===== src/rtl/segment_feeder_pkg.sv =====
// Shared definitions for the segment feeder: segment word layout and FSM state encoding.
package segment_feeder_pkg;

    localparam int STEPS_W = 32;
    localparam int PARAM_W = 64;
    localparam int WORD_W  = 32;
    localparam int SEG_W   = 96;

    // Segment word is {steps, param}
    localparam int SEG_PARAM_LSB = 0;
    localparam int SEG_STEPS_LSB = PARAM_W;

    typedef logic [3:0] state_t;

    localparam state_t ST_IDLE      = 4'd0;
    localparam state_t ST_PRIME_LO  = 4'd1;
    localparam state_t ST_PRIME_HI  = 4'd2;
    localparam state_t ST_START     = 4'd3;
    localparam state_t ST_RUN       = 4'd4;
    localparam state_t ST_LOAD_LO   = 4'd5;
    localparam state_t ST_LOAD_HI   = 4'd6;
    localparam state_t ST_LOAD_DONE = 4'd7;
    localparam state_t ST_UNDERRUN  = 4'd8;
    localparam state_t ST_FLUSH     = 4'd9;

    function automatic logic [SEG_W-1:0] pack_segment(input logic [STEPS_W-1:0] steps,
                                                      input logic [PARAM_W-1:0] param);
        logic [SEG_W-1:0] seg;
        seg = '0;
        seg[SEG_STEPS_LSB +: STEPS_W] = steps;
        seg[SEG_PARAM_LSB +: PARAM_W] = param;
        return seg;
    endfunction

endpackage


===== src/rtl/segment_fifo.sv =====
// Segment FIFO: power-of-two depth, registered count, synchronous flush.
module segment_fifo
    import segment_feeder_pkg::*;
#(
    parameter int DEPTH = 8,
    parameter int W     = SEG_W
) (
    input  logic                     clk,
    input  logic                     reset,
    input  logic                     flush,
    input  logic                     push,
    input  logic                     pop,
    input  logic [W-1:0]             wdata,
    output logic [W-1:0]             rdata,
    output logic [$clog2(DEPTH):0]   count,
    output logic                     full,
    output logic                     empty
);

    localparam int AW = $clog2(DEPTH);
    localparam int CW = AW + 1;

    logic [W-1:0]  mem_q [DEPTH];
    logic [AW-1:0] wr_ptr_q, wr_ptr_d;
    logic [AW-1:0] rd_ptr_q, rd_ptr_d;
    logic [CW-1:0] count_q, count_d;
    logic          push_ok, pop_ok;

    assign full    = (count_q == CW'(DEPTH));
    assign empty   = (count_q == '0);
    assign push_ok = push & ~full & ~flush;
    assign pop_ok  = pop & ~empty & ~flush;

    // NOTE: every signal gets a default at the top of always_comb so no path leaves it unassigned (no latch).
    always_comb begin
        wr_ptr_d = wr_ptr_q;
        rd_ptr_d = rd_ptr_q;
        count_d  = count_q;
        if (flush) begin
            wr_ptr_d = '0;
            rd_ptr_d = '0;
            count_d  = '0;
        end else begin
            if (push_ok) wr_ptr_d = wr_ptr_q + AW'(1);
            if (pop_ok)  rd_ptr_d = rd_ptr_q + AW'(1);
            case ({push_ok, pop_ok})
                2'b10:   count_d = count_q + CW'(1);
                2'b01:   count_d = count_q - CW'(1);
                default: count_d = count_q;
            endcase
        end
    end

    // NOTE: flops use non-blocking assignments so every register samples pre-edge values.
    always_ff @(posedge clk) begin
        if (reset) begin
            wr_ptr_q <= '0;
            rd_ptr_q <= '0;
            count_q  <= '0;
        end else begin
            wr_ptr_q <= wr_ptr_d;
            rd_ptr_q <= rd_ptr_d;
            count_q  <= count_d;
        end
    end

    // NOTE: storage is deliberately not reset; count_q alone decides which entries are valid.
    always_ff @(posedge clk) begin
        if (push_ok) mem_q[wr_ptr_q] <= wdata;
    end

    assign rdata = mem_q[rd_ptr_q];
    assign count = count_q;

endmodule


===== src/rtl/segment_feeder.sv =====
// Feeds queued motion segments to a step generator. Optional statistics (err_underrun,
// seg_done_count) are enabled by defining SEGMENT_FEEDER_STATS_EN.
module segment_feeder
    import segment_feeder_pkg::*;
#(
    parameter int DEPTH = 8
) (
    input  logic                   clk,
    input  logic                   reset,
    input  logic                   seg_push,
    input  logic [STEPS_W-1:0]     seg_steps,
    input  logic [PARAM_W-1:0]     seg_param,
    input  logic                   seg_last,
    input  logic                   run,
    input  logic [31:0]            run_dt,
    input  logic                   abort_req,
    output logic                   start,
    output logic                   abort,
    output logic                   param_write_lo,
    output logic                   param_write_hi,
    output logic [WORD_W-1:0]      param_data,
    output logic                   params_load_done,
    output logic [31:0]            dt_val,
    output logic [STEPS_W-1:0]     steps_val,
    input  logic                   load_next_params,
    input  logic                   waiting_for_params,
    input  logic                   busy,
    input  logic                   done,
    input  logic                   global_abort,
    output logic                   seg_full,
    output logic [$clog2(DEPTH):0] seg_count,
    output logic                   running,
    output logic                   err_overflow,
    output logic                   err_underrun,
    output logic [15:0]            seg_done_count
);

    state_t               state_q, state_d;
    logic                 start_q, start_d;
    logic                 abort_q, abort_d;
    logic                 lo_q, lo_d;
    logic                 hi_q, hi_d;
    logic                 pld_q, pld_d;
    logic [WORD_W-1:0]    param_data_q, param_data_d;
    logic [31:0]          dt_val_q, dt_val_d;
    logic [31:0]          dt_hold_q, dt_hold_d;
    logic [STEPS_W-1:0]   steps_val_q, steps_val_d;
    logic                 running_q, running_d;
    logic                 end_q, end_d;
    logic                 err_overflow_q, err_overflow_d;

    logic                 fifo_push, fifo_pop, fifo_flush, fifo_full, fifo_empty;
    logic [SEG_W-1:0]     fifo_rdata;
    logic [STEPS_W-1:0]   head_steps;
    logic [PARAM_W-1:0]   head_param;

    assign fifo_push  = seg_push & (state_q != ST_FLUSH);
    assign head_steps = fifo_rdata[SEG_STEPS_LSB +: STEPS_W];
    assign head_param = fifo_rdata[SEG_PARAM_LSB +: PARAM_W];

    segment_fifo #(.DEPTH(DEPTH), .W(SEG_W)) u_fifo (
        .clk   (clk),
        .reset (reset),
        .flush (fifo_flush),
        .push  (fifo_push),
        .pop   (fifo_pop),
        .wdata (pack_segment(seg_steps, seg_param)),
        .rdata (fifo_rdata),
        .count (seg_count),
        .full  (fifo_full),
        .empty (fifo_empty)
    );

    always_comb begin
        state_d        = state_q;
        start_d        = 1'b0;
        abort_d        = 1'b0;
        lo_d           = 1'b0;
        hi_d           = 1'b0;
        pld_d          = 1'b0;
        param_data_d   = param_data_q;
        dt_val_d       = dt_val_q;
        dt_hold_d      = dt_hold_q;
        steps_val_d    = steps_val_q;
        running_d      = running_q;
        end_d          = end_q | (seg_last & (state_q != ST_FLUSH));
        err_overflow_d = err_overflow_q | (fifo_push & fifo_full);
        fifo_pop       = 1'b0;
        fifo_flush     = (state_q == ST_FLUSH);

        // An external abort silently takes over; a host abort is echoed to the step generator.
        if (global_abort && state_q != ST_IDLE && state_q != ST_FLUSH) begin
            state_d = ST_FLUSH;
        end else if (abort_req && state_q != ST_IDLE) begin
            abort_d = 1'b1;
            state_d = ST_FLUSH;
        end else begin
            case (state_q)
                ST_IDLE: begin
                    if (run && !fifo_empty && !busy && waiting_for_params) begin
                        state_d      = ST_PRIME_LO;
                        lo_d         = 1'b1;
                        param_data_d = head_param[WORD_W-1:0];
                        dt_hold_d    = run_dt;
                    end
                end
                ST_PRIME_LO: begin
                    state_d      = ST_PRIME_HI;
                    hi_d         = 1'b1;
                    param_data_d = head_param[PARAM_W-1:WORD_W];
                end
                ST_PRIME_HI: begin
                    state_d     = ST_START;
                    start_d     = 1'b1;
                    dt_val_d    = dt_hold_q;
                    steps_val_d = head_steps;
                    fifo_pop    = 1'b1;
                    running_d   = 1'b1;
                end
                ST_START: state_d = ST_RUN;
                ST_RUN: begin
                    if (load_next_params) begin
                        if (!fifo_empty) begin
                            state_d      = ST_LOAD_LO;
                            lo_d         = 1'b1;
                            param_data_d = head_param[WORD_W-1:0];
                        end else if (end_q || seg_last) begin
                            state_d     = ST_LOAD_DONE;
                            pld_d       = 1'b1;
                            steps_val_d = '0;
                        end else begin
                            state_d = ST_UNDERRUN;
                        end
                    end
                end
                ST_UNDERRUN: begin
                    // A segment pushed this cycle is not yet at the FIFO head, so bypass it.
                    if (!fifo_empty || seg_push) begin
                        state_d      = ST_LOAD_LO;
                        lo_d         = 1'b1;
                        param_data_d = fifo_empty ? seg_param[WORD_W-1:0] : head_param[WORD_W-1:0];
                    end else if (end_q || seg_last) begin
                        state_d     = ST_LOAD_DONE;
                        pld_d       = 1'b1;
                        steps_val_d = '0;
                    end
                end
                ST_LOAD_LO: begin
                    state_d      = ST_LOAD_HI;
                    hi_d         = 1'b1;
                    param_data_d = head_param[PARAM_W-1:WORD_W];
                end
                ST_LOAD_HI: begin
                    state_d     = ST_LOAD_DONE;
                    pld_d       = 1'b1;
                    steps_val_d = head_steps;
                    fifo_pop    = 1'b1;
                end
                ST_LOAD_DONE: begin
                    if (steps_val_q != '0) begin
                        state_d = ST_RUN;
                    end else if (done) begin
                        state_d = ST_IDLE;
                        end_d   = 1'b0;
                    end
                end
                ST_FLUSH: begin
                    end_d = 1'b0;
                    if (!busy) state_d = ST_IDLE;
                end
                default: state_d = ST_IDLE;
            endcase
        end

        if (state_d == ST_IDLE) running_d = 1'b0;
    end

    always_ff @(posedge clk) begin
        if (reset) begin
            state_q        <= ST_IDLE;
            start_q        <= 1'b0;
            abort_q        <= 1'b0;
            lo_q           <= 1'b0;
            hi_q           <= 1'b0;
            pld_q          <= 1'b0;
            param_data_q   <= '0;
            dt_val_q       <= '0;
            dt_hold_q      <= '0;
            steps_val_q    <= '0;
            running_q      <= 1'b0;
            end_q          <= 1'b0;
            err_overflow_q <= 1'b0;
        end else begin
            state_q        <= state_d;
            start_q        <= start_d;
            abort_q        <= abort_d;
            lo_q           <= lo_d;
            hi_q           <= hi_d;
            pld_q          <= pld_d;
            param_data_q   <= param_data_d;
            dt_val_q       <= dt_val_d;
            dt_hold_q      <= dt_hold_d;
            steps_val_q    <= steps_val_d;
            running_q      <= running_d;
            end_q          <= end_d;
            err_overflow_q <= err_overflow_d;
        end
    end

`ifdef SEGMENT_FEEDER_STATS_EN
    logic        err_underrun_q, err_underrun_d;
    logic [15:0] seg_done_count_q, seg_done_count_d;

    always_comb begin
        err_underrun_d   = err_underrun_q | (state_d == ST_UNDERRUN);
        seg_done_count_d = seg_done_count_q + (fifo_pop ? 16'd1 : 16'd0);
    end

    always_ff @(posedge clk) begin
        if (reset) begin
            err_underrun_q   <= 1'b0;
            seg_done_count_q <= '0;
        end else begin
            err_underrun_q   <= err_underrun_d;
            seg_done_count_q <= seg_done_count_d;
        end
    end

    assign err_underrun   = err_underrun_q;
    assign seg_done_count = seg_done_count_q;
`else
    assign err_underrun   = 1'b0;
    assign seg_done_count = '0;
`endif

    assign start            = start_q;
    assign abort            = abort_q;
    assign param_write_lo   = lo_q;
    assign param_write_hi   = hi_q;
    assign param_data       = param_data_q;
    assign params_load_done = pld_q;
    assign dt_val           = dt_val_q;
    assign steps_val        = steps_val_q;
    assign running          = running_q;
    assign err_overflow     = err_overflow_q;
    assign seg_full         = fifo_full;

endmodule

===== config.mk =====
export PLATFORM = sky130hd
export DESIGN_NAME = segment_feeder
export DESIGN_NICKNAME = d
export VERILOG_FILES = /design/src/rtl/segment_feeder_pkg.sv /design/src/rtl/segment_fifo.sv /design/src/rtl/segment_feeder.sv
export SDC_FILE = /design/constraint.sdc
export NUM_CORES = 1
export LEC_CHECK = 0
export CORE_UTILIZATION = 57
export CTS_CLUSTER_SIZE = 30
export DETAILED_ROUTE_END_ITERATION = 10
export PLACE_DENSITY = 0.79
export SETUP_SLACK_MARGIN = 0.5
export SYNTH_ARGS = -nofsm -noshare
export SYNTH_HDL_FRONTEND = slang
export SYNTH_HIERARCHICAL = 1
export SYNTH_SLANG_ARGS = --single-unit

===== constraint.sdc =====
create_clock -name clk -period 12.5 [get_ports clk]
set_clock_uncertainty 0.15 [all_clocks]
set_input_delay 2.5 -clock clk [delete_from_list [all_inputs] [get_ports clk]]
set_output_delay 2.5 -clock clk [all_outputs]
set_load 0.02 [all_outputs]

==> results of run 1 <==
## layout make-up
cell class	instances	area [µm²]	area share (%)
Sequential cell	921	26100	62.2
Clock inverter	45	383	0.911
Multi-Input combinational cell	917	9220	21.9
Clock buffer	121	2470	5.88
Inverter	9	36.3	0.0863
Timing Repair Buffer	278	2730	6.48
Antenna cell	6	15.0	0.0357
Tap cell	837	1050	2.49
## stage by stage
stage | instance area [µm²] | instances
after floorplan | 36100 | 1998
after global placement | 39200 | 2962
after detailed placement | 39200 | 2962
after CTS | 42000 | 3128
after global routing | 42000 | 3130
final | 42000 | 3134
## worst max-delay path by stage
stage	depth (start not counted)	slack, ns	from	endpoint
finish	5	6.68	seg_push	u_fifo/mem_q[7][42]
global route	5	6.49	seg_push	u_fifo/mem_q[7][42]
CTS	5	6.71	seg_push	u_fifo/mem_q[7][26]
detailed placement	5	6.06	seg_push	u_fifo/mem_q[7][52]
global placement	5	6.15	seg_push	u_fifo/mem_q[7][54]
floorplan	4	1.92	seg_push	u_fifo/mem_q[0][0]
## power by group
group / total, mW / switching, mW / internal, mW / leakage [nW]
combinational: 1.33 / 0.836 / 0.493 / 3.34
sequential: 3.65 / 0.111 / 3.54 / 8.21
clock: 2.60 / 1.13 / 1.48 / 1.38
## cell families after synthesis
kind of cell,synth area share (%)
adders and majority gates,0.173
xor gates and xnor gates,0.194
other,0.0104
DFF,72.4
buffers and inverters,2.50
muxes,15.0
AOI/OAI and AO/OA,5.40
and+or+nand+nor,4.29
## cells in the final DEF (no fill, tap or decap), types with 7 or more instances in the layout
cell type                         instances
sky130_fd_sc_hd__edfxtp_1               768
sky130_fd_sc_hd__clkdlybuf4s50_1        245
sky130_fd_sc_hd__nand2_1                205
sky130_fd_sc_hd__mux4_2                 192
sky130_fd_sc_hd__dfxtp_1                149
sky130_fd_sc_hd__a21oi_1                139
sky130_fd_sc_hd__mux2_2                  96
sky130_fd_sc_hd__clkbuf_16               90
sky130_fd_sc_hd__or4_1                   33
sky130_fd_sc_hd__a22oi_1                 33
sky130_fd_sc_hd__o31ai_1                 33
sky130_fd_sc_hd__buf_4                   31
sky130_fd_sc_hd__a311oi_2                30
sky130_fd_sc_hd__nor2_1                  25
sky130_fd_sc_hd__clkbuf_1                20
sky130_fd_sc_hd__conb_1                  17
sky130_fd_sc_hd__clkinv_1                15
sky130_fd_sc_hd__nor4_1                  10
sky130_fd_sc_hd__clkbuf_8                10
sky130_fd_sc_hd__clkinv_2                 9
sky130_fd_sc_hd__inv_1                    8
sky130_fd_sc_hd__nand3_1                  7
sky130_fd_sc_hd__o21ai_0                  7
## worst max-delay path, stage by stage
cell	delay, ns
sky130_fd_sc_hd__clkdlybuf4s50_1	0.60
sky130_fd_sc_hd__nor2b_1	0.36
sky130_fd_sc_hd__nand4b_1	0.42
sky130_fd_sc_hd__nor2_4	0.94
sky130_fd_sc_hd__buf_4	1.00
## routing by layer
layer  share of wire, %  vias up  GRT usage [%]
met5              0.030        -              0
met1                 40     9918           34.0
li1                   -     8408              -
met3                8.2      144           4.74
met2                 50      884           41.0
met4                2.5        4           8.03
## state kept, by name, summed over array words and instances, names as in the netlist, named ones only
register          count
dt_hold_q            32
state_q               4
steps_val            32
params_load_done      1
param_write_lo        1
running               1
u_fifo/rd_ptr_q       3
start                 1
u_fifo/count          4
u_fifo/mem_q        768
err_overflow          1
u_fifo/wr_ptr_q       3
dt_val               32
param_write_hi        1
param_data           32
abort                 1
end_q                 1
==> results.env, run 1 <==
PLACEMENT.IO_BUFFERS=246
DRC=0
IRDROPWORSTVDD_uV=193
FILLER_CELLS_INSERTED=3895
TRITONCTS.NUM_BUFFERS=90
SYNTH.FF_LATCH_COUNT=921
TIMING.REG2REG.WORST_PATH_DEPTH=7
FINAL_UTIL_PCT=67.6
HOLD_PATH.CLASS='reg2reg'
AVGROUTEDWIREPERCELL_UM=25.4
FINALWORSTSETUPSLACK_NS=6.68
AREA_GROWTH_PCT=16.5
CP_MAX_FO=68
OUTCOME='finished clean'
DETAILROUTE.VIA_COUNT=19358
NETLIST_TOP_CELLS_AREA='sky130_fd_sc_hd__edfxtp_1 (64%), sky130_fd_sc_hd__mux4_2 (12%), sky130_fd_sc_hd__dfxtp_1 (8.5%), sky130_fd_sc_hd__mux2_2 (3.0%), sky130_fd_sc_hd__nand2_1 (2.1%)'
POST-SYNTH-TOP-COUNT-CELL='sky130_fd_sc_hd__edfxtp_1'
NETLIST_TOP_CELLS_COUNT='sky130_fd_sc_hd__edfxtp_1 (768), sky130_fd_sc_hd__nand2_1 (205), sky130_fd_sc_hd__mux4_2 (192), sky130_fd_sc_hd__dfxtp_1 (153), sky130_fd_sc_hd__a21oi_1 (140)'
FIN_CRIT_NS=5.82
TIGHTESTPINTRANSITION_NS=1.23
YOSYS.AREA.TOP_TYPE_SHARE_PCT=63.9
HOLD_PATH_END='dt_val[7]'
TOTALWIRELENGTH_MM=79.5
CTS_RESIZED=0
SLEW_VIOLATIONS=0
CP-START-KIND='input pin'
RR_STARTPOINT='state_q[1]'
POSTSYNTHCELLCOUNT=1982
INITIAL_UTILIZATION_PCT=58.0
DIE_W_UM=254
LAYOUT-DRIVE-GT1-SHARE_PCT=22.6
FIRST_GLOBAL_VIAS=19786
FINAL-SETUP-VIOL-COUNT=0
CLKLATENCYLATEPIN_NS=0.65
IO_PINS=264
POSTCTSSETUPREPAIRBUFS=0
CLOCK-ROOT-BUFFER='sky130_fd_sc_hd__clkbuf_16'
CTS_MAX_PATH_BUFFERS=3
STD_CELL_ROWS=91
ANTENNA_LEFT=0
TIMING.FINAL.HOLD_VIOLATIONS=0
WORST_SETUP_PATH_END_KIND='register'
SYNTH.YOSYS.SEQ_AREA_SHARE_PCT=72.4
POST_DRT_VIA_CELL_RATIO=6.18
POSTSYNTHAREAPERCELL_UM2=18.2
ANTENNA_FOUND_INITIAL=7
PLACEABLECOREAREA_UM2=62200
SYNTH-MAIN-FF-CELL='sky130_fd_sc_hd__edfxtp_1'
DETAILEDPLACE.WORSTSLACK_NS=6.06
DRT_PRE_ANTENNA_ITERS=5
SYNTH-EDFF-COUNT=768
CTS.SINK_COUNT=921
RSZ0062_AT_GRT='false'
DIE_H_UM=254
WORSTPATHARRIVAL_NS=5.92
CTS_HOLD_REPAIR.BUFFERS=0
MAPPEDNETLISTAREA_UM2=36100
P_PER_AREA_nW_PER_UM2=180
FINAL_MIN_PERIOD_OVER_CLOCK_PERIOD_PCT=46.6
YOSYS_WARNINGS=6
GRTUSAGETOTAL_PCT=25.0
DIE_AREA_UM2=64300
STATIC-LEAKAGE-POWER_nW=12.9
SETUP.REG_TO_REG.WORST_SLACK_NS=8.06
POSTSYNTH.ASYNCRESETSHARE_PCT=0
MIN_FROM='dt_hold_q[7]'
TRITONCTS_CLOCK_TREE='yes'
HOLDPATHSTAGES=2
FIRST_ITER_VIOLATIONS=1979
TIMING.SETUP.CRITICAL_PATH_CLASS='in2reg'
CTS.CLK_SLEW.WORST_PATHS_NS=0.06
CRITICAL_PATH.REG2REG.ENDPOINT='u_fifo/mem_q[7][42]'
GLOBAL_ROUTE.OVERFLOW_TOTAL=0
GRT_PASS1_WL_MM=119
CTS_MAX_LEVEL=3
TIMING.SLEW.HEADROOM_PCT=17.9
HOLDWS_NS=0.301
FIN_SETUP_TNS_NS=0
FINAL_NETS=2361
GP_ROUTABILITY_CONGESTION=0.829
TIMING.MAX_CAP.VIOLATIONS=0
NETLIST-CELL-TYPE-COUNT=67
MAXIMUM_NUMBER_OF_PINS_ON_ONE_NET_BEFORE_GLOBAL_ROUTE_REPAIR=152
CRIT_REQUIRED_NS=12.60
TOTAL_POWER_mW=7.59
HPWL_MM=43.7
SYNTH_TOP_CELL_BY_AREA='sky130_fd_sc_hd__edfxtp_1'
CLOCK.FMAX_GHz=0.172
Note: power is estimated with default switching activity, not from simulation.
==> run 2: changes to the inputs <==
CORE_UTILIZATION = 53   (was 57)
PLACE_DENSITY = 0.77   (was 0.79)
clock period = 4.95 ns   (was 12.5 ns; I/O delays follow)
==> results.env, run 2 (synthesis results as in run 1) <==
OUTCOME='finished clean'
CLKLATENCYLATEPIN_NS=0.65  # about the same
TIMING.MAX_CAP.VIOLATIONS=0  # unchanged
ANTENNA_FOUND_INITIAL=9  # +2
RSZ0062_AT_GRT='false'
CP_MAX_FO=36  # -47%
TIGHTESTPINTRANSITION_NS=1.24  # +0.00594 ns
CTS.SINK_COUNT=921  # unchanged
TIMING.SLEW.HEADROOM_PCT=17.5  # -0.40 points
SW_PWR_mW=5.27  # +150%
TOTALWIRELENGTH_MM=80.0  # +0.61%
CTS_RESIZED=0  # unchanged
CTS.CLK_SLEW.WORST_PATHS_NS=0.06  # about the same
DETAILEDPLACE.WORSTSLACK_NS=0.860  # -5.20 ns
POST_DRT_VIA_CELL_RATIO=6.12  # -0.96%
CLOCK.FMAX_GHz=0.267
PLACEMENT.IO_BUFFERS=246  # unchanged
SHARE_SEQ_OF_TOTAL_POWER_PCT=47.5  # -0.7 points
DIE_W_UM=263  # +3.7%
HOLDWS_NS=0.301  # +0.000129 ns
CTS_HOLD_REPAIR.BUFFERS=0  # unchanged
AVGROUTEDWIREPERCELL_UM=25.1  # -0.88%
GP_ROUTABILITY_CONGESTION=0.819  # -1.3%
TRITONCTS.NUM_BUFFERS=91  # +1.1%
POSTCTSSETUPREPAIRBUFS=0  # unchanged
STD_CELL_ROWS=95  # +4.4%
FIRST_GLOBAL_VIAS=19946  # +0.81%
INTERNAL_POWER_mW=14.2  # +160%
CP-START-KIND='register'
IRDROPWORSTVDD_uV=375  # +94%
DRT_PRE_ANTENNA_ITERS=5  # unchanged
TIMING.FINAL.HOLD_VIOLATIONS=0  # unchanged
STATIC-LEAKAGE-POWER_nW=13.1  # +1.7%
P_SW_SHARE_PCT=27.1  # -0.19 points
CLOCK-ROOT-BUFFER='sky130_fd_sc_hd__clkbuf_16'
CLKPWRFRAC_PCT=34.9  # +0.6 points
LARGEST_REG_FLOPS=768  # unchanged
FIN_SETUP_TNS_NS=0  # unchanged
CTS_MAX_LEVEL=3  # unchanged
INITIAL_UTILIZATION_PCT=53.6  # -4.4 points
GRT_PASS1_WL_MM=121  # +2.0%
DIE_AREA_UM2=69100  # +7.5%
IO_PINS=264  # unchanged
GRTUSAGETOTAL_PCT=23.3  # -1.7 points
MAXIMUM_NUMBER_OF_PINS_ON_ONE_NET_BEFORE_GLOBAL_ROUTE_REPAIR=117  # -23%
FINALWORSTSETUPSLACK_NS=1.20  # -5.48 ns
FINAL_NETS=2376  # +0.64%
WORSTPATHBUFFERINVERTERCOUNT=2  # unchanged
P_PER_AREA_nW_PER_UM2=456  # +150%
FIRST_ITER_VIOLATIONS=1847  # -6.7%
HPWL_MM=46.4  # +6.2%
FINAL_MIN_PERIOD_OVER_CLOCK_PERIOD_PCT=75.7
CTS_MAX_PATH_BUFFERS=3  # unchanged
HOLD_PATH.CLASS='reg2reg'
PWR-SHARE-COMB_PCT=17.7  # +0.2 points
LAYOUT-DRIVE-GT1-SHARE_PCT=23.2  # +0.59 points
GLOBAL_ROUTE.OVERFLOW_TOTAL=0  # unchanged
DETAILROUTE.VIA_COUNT=19459  # +0.52%
DIE_H_UM=263  # +3.7%
BIGGEST_REGISTER='u_fifo/mem_q'
MOSTFREQUENTLAYOUTCELLS='sky130_fd_sc_hd__edfxtp_1 (768), sky130_fd_sc_hd__clkdlybuf4s50_1 (245), sky130_fd_sc_hd__nand2_1 (204)'
TRITONCTS_CLOCK_TREE='yes'
ANTENNA_LEFT=0  # unchanged
DRC=0  # unchanged
TOTAL_POWER_mW=19.4  # +160%
FINAL-SETUP-VIOL-COUNT=0  # unchanged
CRITICAL_PATH.TOP_DELAY_FAMILY='compound AO/OA/AOI/OAI gates'
FINAL_UTIL_PCT=63.3  # -4.3 points
CRIT_REQUIRED_NS=5.34  # -7.26 ns
AREA_GROWTH_PCT=18.1
MOSTFREQUENTLAYOUTCELL='sky130_fd_sc_hd__edfxtp_1'
PLACEABLECOREAREA_UM2=67300  # +8.2%
TIMING.SETUP.CRITICAL_PATH_CLASS='reg2reg'
TIMING.CRITICAL_PATH.CELLS='inv_1 > nor3_4 > buf_4 > and2_1 > o41ai_2 > nor2_1 > ha_1 > nand3b_1 > a2111oi_0 > o31ai_1 > o41ai_1'
WORSTPATHARRIVAL_NS=4.14  # -1.78 ns
SLEW_VIOLATIONS=0  # unchanged
CELL_AT_THE_SLOWEST_STAGE_OF_THE_CRITICAL_PATH='sky130_fd_sc_hd__dfxtp_1'
WORST_SETUP_PATH_END_KIND='register'
FIN_CRIT_NS=3.75
CRITICAL-PATH-MAX-STAGE-DELAY_NS=0.78  # -0.22 ns
-- run 2: cell types whose count changed in the layout (fill, tap and decap cells not counted), moves of 3 or more --
cell,delta
sky130_fd_sc_hd__clkinvlp_4,-4
sky130_fd_sc_hd__clkinv_16,+3
sky130_fd_sc_hd__buf_4,-9
sky130_fd_sc_hd__clkinv_2,+4
sky130_fd_sc_hd__diode_2,-4
sky130_fd_sc_hd__clkinv_1,-3
sky130_fd_sc_hd__clkinv_8,-3
sky130_fd_sc_hd__buf_12,+21
sky130_fd_sc_hd__clkbuf_1,+3
-- run 2: final cells by class --
| type | instances | area (µm²) |
|---|---|---|
| sequential | 921 | 26100 |
| fill | 4532 | 24700 |
| multi-input combinational | 917 | 9240 |
| timing repair buffer | 292 | 3120 |
| clock buffer | 125 | 2530 |
| tap | 873 | 1090 |
| clock inverter | 42 | 448 |
| inverter | 9 | 36.3 |
| antenna | 2 | 5.00 |
-- run 2: through the flow --
step           instances  cell area (µm²)
4_1_cts             3178            42600
6_report            3181            42600
5_1_grt             3181            42600
3_5_place_dp        3011            39600
3_3_place_gp        3011            39600
2_1_floorplan       1998            36200
-- run 2: power groups by stage --
stage               clock, mW  sequential (mW)  combinational (mW)
global placement            0             9.34                3.33
CTS                      6.87             9.22                3.44
finish                   6.77             9.22                3.44
floorplan                   0             9.36                2.25
global route             7.17             9.26                3.67
detailed placement          0             9.38                3.41
-- run 2: tightest hold or removal path, stage by stage (launching register included) --
cell and delay [ns]:
sky130_fd_sc_hd__dfxtp_1 0.31, sky130_fd_sc_hd__nand2_1 0.05, sky130_fd_sc_hd__a21oi_1 0.05
-- run 2: final timing paths --
kind | start | endpoint | slack [ns] | cells after the start
setup / recovery | state_q[1] | u_fifo/count[3] | 1.20 | 11
setup reg to reg | state_q[1] | u_fifo/count[3] | 1.20 | 11
hold reg to reg | dt_hold_q[5] | dt_val[5] | 0.30 | 2
hold / removal | dt_hold_q[5] | dt_val[5] | 0.30 | 2
-- run 2: routing by layer --
metal / track usage, % / vias up / part of all wire (%)
met1: 31.7 / 9987 / 41
li1: - / 8429 / -
met2: 38.3 / 877 / 49
met4: 7.03 / 10 / 2.5
met3: 4.60 / 156 / 7.4
met5: 0 / - / 0.081
